### config.mk
export PLATFORM = sky130hd
export DESIGN_NAME = key_gate
export DESIGN_NICKNAME = d
export VERILOG_FILES = /design/src/rtl/mypackage.sv /design/src/rtl/key_gate.sv
export SDC_FILE = /design/constraint.sdc
export NUM_CORES = 1
export LEC_CHECK = 0
export CAP_MARGIN = 20
export CORE_MARGIN = 5
export CORE_UTILIZATION = 35
export CTS_CLUSTER_SIZE = 10
export DETAILED_ROUTE_END_ITERATION = 10
export PLACE_DENSITY = 0.55
export SLEW_MARGIN = 20
export SYNTH_ARGS = -nofsm -noshare
export SYNTH_HDL_FRONTEND = slang
export SYNTH_SLANG_ARGS = --single-unit
### constraint.sdc
create_clock -name audio_clock -period 1.8 [get_ports audio_clock]
set_input_delay 0.18 -clock audio_clock [delete_from_list [all_inputs] [get_ports audio_clock]]
set_output_delay 0.18 -clock audio_clock [all_outputs]
set_load 0.05 [all_outputs]
### src/rtl/mypackage.sv
// Shared voice-path types and constants.
// frequency words are unsigned fixed point: hz << FREQUENCY_FRACTIONAL_BITS.
package mypackage;

  localparam int FREQUENCY_FRACTIONAL_BITS = 16;

  typedef logic [31:0] frequency;

endpackage

### src/rtl/key_gate.sv
// key_gate: conditions the raw push-buttons into the voice gate, trigger and
// note frequency word. Pipeline: 2-flop sync -> debounce -> gate FSM with
// octave retrigger -> octave select -> frequency word.
// Everything runs in the audio_clock domain.
// Build option: define KEY_GATE_LATCH_EN for latching gate mode (each key
// press toggles the note on/off). The default build is momentary.
module key_gate #(
  parameter int DEBOUNCE_CYCLES = 3840,
  parameter int RETRIG_CYCLES   = 2,
  parameter int BASE_HZ         = 440
) (
  input  logic                 audio_clock,
  input  logic                 reset,
  input  logic                 key_n,
  input  logic                 octave_n,
  output logic                 gate,
  output logic                 trigger,
  output logic                 octave,
  output mypackage::frequency  freq
);

  import mypackage::*;

  localparam int CNT_W  = $clog2(DEBOUNCE_CYCLES);
  localparam int RCNT_W = (RETRIG_CYCLES > 1) ? $clog2(RETRIG_CYCLES) : 1;

  // Both note words are constants; the octave only selects between them.
  localparam frequency FREQ_LO = frequency'(BASE_HZ) << FREQUENCY_FRACTIONAL_BITS;
  localparam frequency FREQ_HI = frequency'(2 * BASE_HZ) << FREQUENCY_FRACTIONAL_BITS;

  localparam int KEY = 0;
  localparam int OCT = 1;

  typedef enum logic [1:0] {
    IDLE,
    HELD,
    RETRIG
  } state_t;

  // Bit KEY is the gate button, bit OCT the octave button; all active-low.
  logic [1:0]       raw_n;
  logic [1:0]       sync_1;
  logic [1:0]       sync_2;
  logic [1:0]       stable;
  logic [1:0]       stable_d;
  logic [CNT_W-1:0] cnt [2];

  logic             press_k;
  logic             press_o;
  logic             end_note;

  state_t           state;
  logic [RCNT_W-1:0] rcnt;

  assign raw_n = {octave_n, key_n};

  // Two-flop synchronisers; released (1) out of reset so no false press.
  // NOTE: every clocked block uses <= so all flops sample pre-edge values together.
  // NOTE: reset is asynchronous and forces outputs immediately, independent of the clock.
  always_ff @(posedge audio_clock or posedge reset) begin
    if (reset) begin
      sync_1 <= 2'b11;
      sync_2 <= 2'b11;
    end else begin
      sync_1 <= raw_n;
      sync_2 <= sync_1;
    end
  end

  // Debounce: accept a new level only after DEBOUNCE_CYCLES consecutive samples of it.
  always_ff @(posedge audio_clock or posedge reset) begin
    if (reset) begin
      stable <= 2'b11;
      for (int i = 0; i < 2; i++) begin
        cnt[i] <= '0;
      end
    end else begin
      for (int i = 0; i < 2; i++) begin
        if (sync_2[i] == stable[i]) begin
          cnt[i] <= '0;
        end else if (cnt[i] == CNT_W'(DEBOUNCE_CYCLES - 1)) begin
          stable[i] <= sync_2[i];
          cnt[i]    <= '0;
        end else begin
          cnt[i] <= cnt[i] + CNT_W'(1);
        end
      end
    end
  end

  // Delayed copy of the debounced levels for one-cycle edge detection.
  always_ff @(posedge audio_clock or posedge reset) begin
    if (reset) begin
      stable_d <= 2'b11;
    end else begin
      stable_d <= stable;
    end
  end

  assign press_k = stable_d[KEY] & ~stable[KEY];
  assign press_o = stable_d[OCT] & ~stable[OCT];

`ifdef KEY_GATE_LATCH_EN
  // Latching: a second key press ends the note; key release carries no meaning.
  assign end_note = press_k;
`else
  // Momentary: the note lasts while the key is held.
  assign end_note = ~stable_d[KEY] & stable[KEY];
`endif

  // Gate FSM: gate high only in HELD; trigger pulses on every entry to HELD.
  always_ff @(posedge audio_clock or posedge reset) begin
    if (reset) begin
      state   <= IDLE;
      rcnt    <= '0;
      gate    <= 1'b0;
      trigger <= 1'b0;
    end else begin
      // NOTE: trigger defaults low each cycle so any set below is a single-cycle pulse.
      trigger <= 1'b0;
      case (state)
        IDLE: begin
          if (press_k) begin
            state   <= HELD;
            gate    <= 1'b1;
            trigger <= 1'b1;
          end
        end
        HELD: begin
          // Ending the note takes priority over an octave retrigger.
          if (end_note) begin
            state <= IDLE;
            gate  <= 1'b0;
          end else if (press_o) begin
            state <= RETRIG;
            gate  <= 1'b0;
            rcnt  <= '0;
          end
        end
        RETRIG: begin
          if (end_note) begin
            state <= IDLE;
            gate  <= 1'b0;
          end else if (rcnt == RCNT_W'(RETRIG_CYCLES - 1)) begin
            state   <= HELD;
            gate    <= 1'b1;
            trigger <= 1'b1;
          end else begin
            rcnt <= rcnt + RCNT_W'(1);
          end
        end
        default: begin
          state <= IDLE;
          gate  <= 1'b0;
        end
      endcase
    end
  end

  // Octave toggles on each debounced octave press; its release is ignored.
  always_ff @(posedge audio_clock or posedge reset) begin
    if (reset) begin
      octave <= 1'b0;
    end else if (press_o) begin
      octave <= ~octave;
    end
  end

  // Frequency word follows the octave one cycle later.
  always_ff @(posedge audio_clock or posedge reset) begin
    if (reset) begin
      freq <= FREQ_LO;
    end else begin
      freq <= octave ? FREQ_HI : FREQ_LO;
    end
  end

endmodule
==> results.cfg <==
[worst_setup_path]
critPathLaunchType = flop
critPathBufInv = 1
worst_path_max_delay_cell = clkdlybuf4s50_1
crit_fanout = 3
path_class = reg2out
end_kind = primary output
cp.arrival_ps = 1460
required_ps = 1620
path_delay_family = buffers and inverters
crit_chain = clkdlybuf4s50_1
slowest_delay_ps = 810

[layout]
layout_commonest_cell = nor2_1
most-common-layout-cells = 33 x nor2_1, 31 x dfrtp_1, 28 x conb_1
fin_nets = 214
drive_above_1_share = 0.144
syn2layout_area_growth_pct = 9.11
antenna_cells = 0

[power]
leakagePower_nw = 0.959
p_per_area_nw_per_um2 = 795
ir_drop_mv = 0.365

[die]
io_pins = 39
initial_core_util = 0.359
die_y_um = 85.2
die_x_um = 85.2
die_area_um2 = 7260
num_rows = 27
core-area_um2 = 5510

[clock_tree]
ctsHoldBuffers = 0
postCtsSetupRepairBufs = 0
cts_max_path_buffers = 2
cts_root_buffer = clkbuf_8
clk_pin_slew_worst_paths_ps = 70
clock-sinks = 40
htreeDepth = 2
clk_latency_ps = 280
cts_tree = yes
numCtsBuffers = 5

[timing]
hold_viol_final = 0
slew_viol_final = 0
fmax_mhz = 611
tightest_slew_ps = 497
slew_headroom = 0.668
rsz0062_at_grt = no
holdWs_ps = 299
fin_crit_sh = 0.909
fin_worst_skew_ps = 4.24
final-setup-viol-count = 0
post-route-min-period_ps = 1640
tns_ps = 0

[place]
hpwl_mm = 2.04
io_buffers = 10
gp_congestion = 0.735

[yosys]
synth_top_cell_by_area = dfrtp_1
synth.top_cell.area_share = 0.392
synth-compound-area-share = 0.0411
synthMuxAreaShare = 0.0114
synth_top_family_by_area = simple AND/OR/NAND/NOR gates
synthFlopType = dfrtp_1
netlist_instances = 192
yosysSeqAreaShare = 0.512
synthAdderAreaFrac = 0.0127
synth_seq_cells = 40
synth_area_per_cell_um2 = 10.3
synth-simple-area-share = 0.177
post_synth_num_cell_types = 32
synth-xor-area-share = 0.102
synth_edf_count = 0
ys_warn_count = 0
ys_async_sr_fraction = 1.00
synth_area_um2 = 1980
yosys-top-cells-area = dfrtp_1 39%, dfstp_2 12%, buf_4 11%

[global_route]
grt_pass1_wl_mm = 5.12
grt_usage = 0.0877
grt_max_degree = 41
grt_overflow = 0
grt_pass1_vias = 1136
antenna_found_initial = 0

[drt]
dr_wl_met2_mm = 1.19
drc = 0
dr.pass1.iters = 4
ant_nets = 0
wl_mm = 2.90
dr_wl_met3_um = 240
vias = 1176
viasPerCell = 4.19
drt_iter0_drc = 57
drt-met1-wl_mm = 1.43
wl_per_cell_um = 10.3
top_layer = met4

[job]
maxCapViolations = 0

[run_status]
status = finished clean

[hold_path]
hp-class = in2reg
-- logic make-up after synthesis --
logic type | count (synthesis)
and+or+nand+nor | 72
buffers and inverters | 41
DFF | 40
xor gates and xnor gates | 23
AOI/OAI and AO/OA | 10
adders and majority gates | 2
other | 2
muxes | 2
-- what timing repair did --
| action | 4_1_cts | 5_1_grt |
|---|---|---|
| setup endpoints to repair | 0 | 9 |
| gates resized for setup | 0 | 1 |
| endpoints found under the hold margin | 0 | 0 |
-- per-layer routing --
metal,global-route usage,vias to the layer above
met5,0,-
met4,0.0360,0
met3,0.0330,2
met2,0.127,40
met1,0.117,542
li1,-,592
-- cell type report --
class	count	area, um2
clock buffers	8	90.1
inverters	7	26.3
repair buffers	17	148
well taps	72	90.1
fillers	555	3350
multi-input cells	137	792
flip-flops and latches	40	1010
-- flip-flops by register name, summed over array words and instances (netlist names) --
register  count
cnt          24
freq          2
gate          1
octave        1
rcnt          1
stable        2
stable_d      2
state         2
sync_1        2
sync_2        2
trigger       1
-- synthesized netlist by cell type, types with 2 or more instances --
| master | number |
|---|---|
| xor2_1 | 6 |
| nand2_1 | 6 |
| nand2b_1 | 2 |
| or2_1 | 2 |
| nand4_1 | 2 |
| mux2_1 | 2 |
| ha_1 | 2 |
| buf_4 | 30 |
| o21ai_0 | 2 |
| nor2_1 | 33 |
| dfrtp_1 | 31 |
| xnor2_1 | 17 |
| a21oi_1 | 4 |
| nor3_1 | 4 |
| and3_1 | 3 |
| conb_1 | 2 |
| inv_1 | 7 |
| nand3_1 | 10 |
| buf_2 | 3 |
| dfstp_2 | 9 |
| nor4_1 | 4 |
-- power breakdown --
group | total (W) | switching, W | internal (W)
logic | 0.000187 | 0.000164 | 0.0000231
registers | 0.000931 | 0.0000128 | 0.000918
clock network | 0.000598 | 0.000285 | 0.000313
total | 0.00172 | 0.000462 | 0.00125
-- worst paths after layout --
check	start	end	slack [ps]	cells past startpoint
worst max-delay path	octave	octave	160	1
min in group asynchronous	reset	cnt[22]	320	3
worst max register to register	cnt[0]	cnt[9]	210	5
worst min register to register	sync_1[0]	sync_2[0]	360	0
max in group asynchronous	reset	freq[23]	1110	3
worst min-delay path	octave_n	sync_1[1]	300	1
-- through the flow --
stage / total power (W) / cell area (um2) / worst slack [ps] / std cells / utilization
floorplan: 0.00116 / 2080 / 235 / 218 / -
global placement: 0.00113 / 2060 / 143 / 273 / 0.374
detailed placement: 0.00114 / 2060 / 124 / 273 / 0.374
CTS: 0.00174 / 2150 / 111 / 281 / 0.391
global route: 0.00180 / 2160 / 17.1 / 281 / 0.392
finish: 0.00172 / 2160 / 164 / 281 / 0.392
Power figures use the tool's default switching activity.
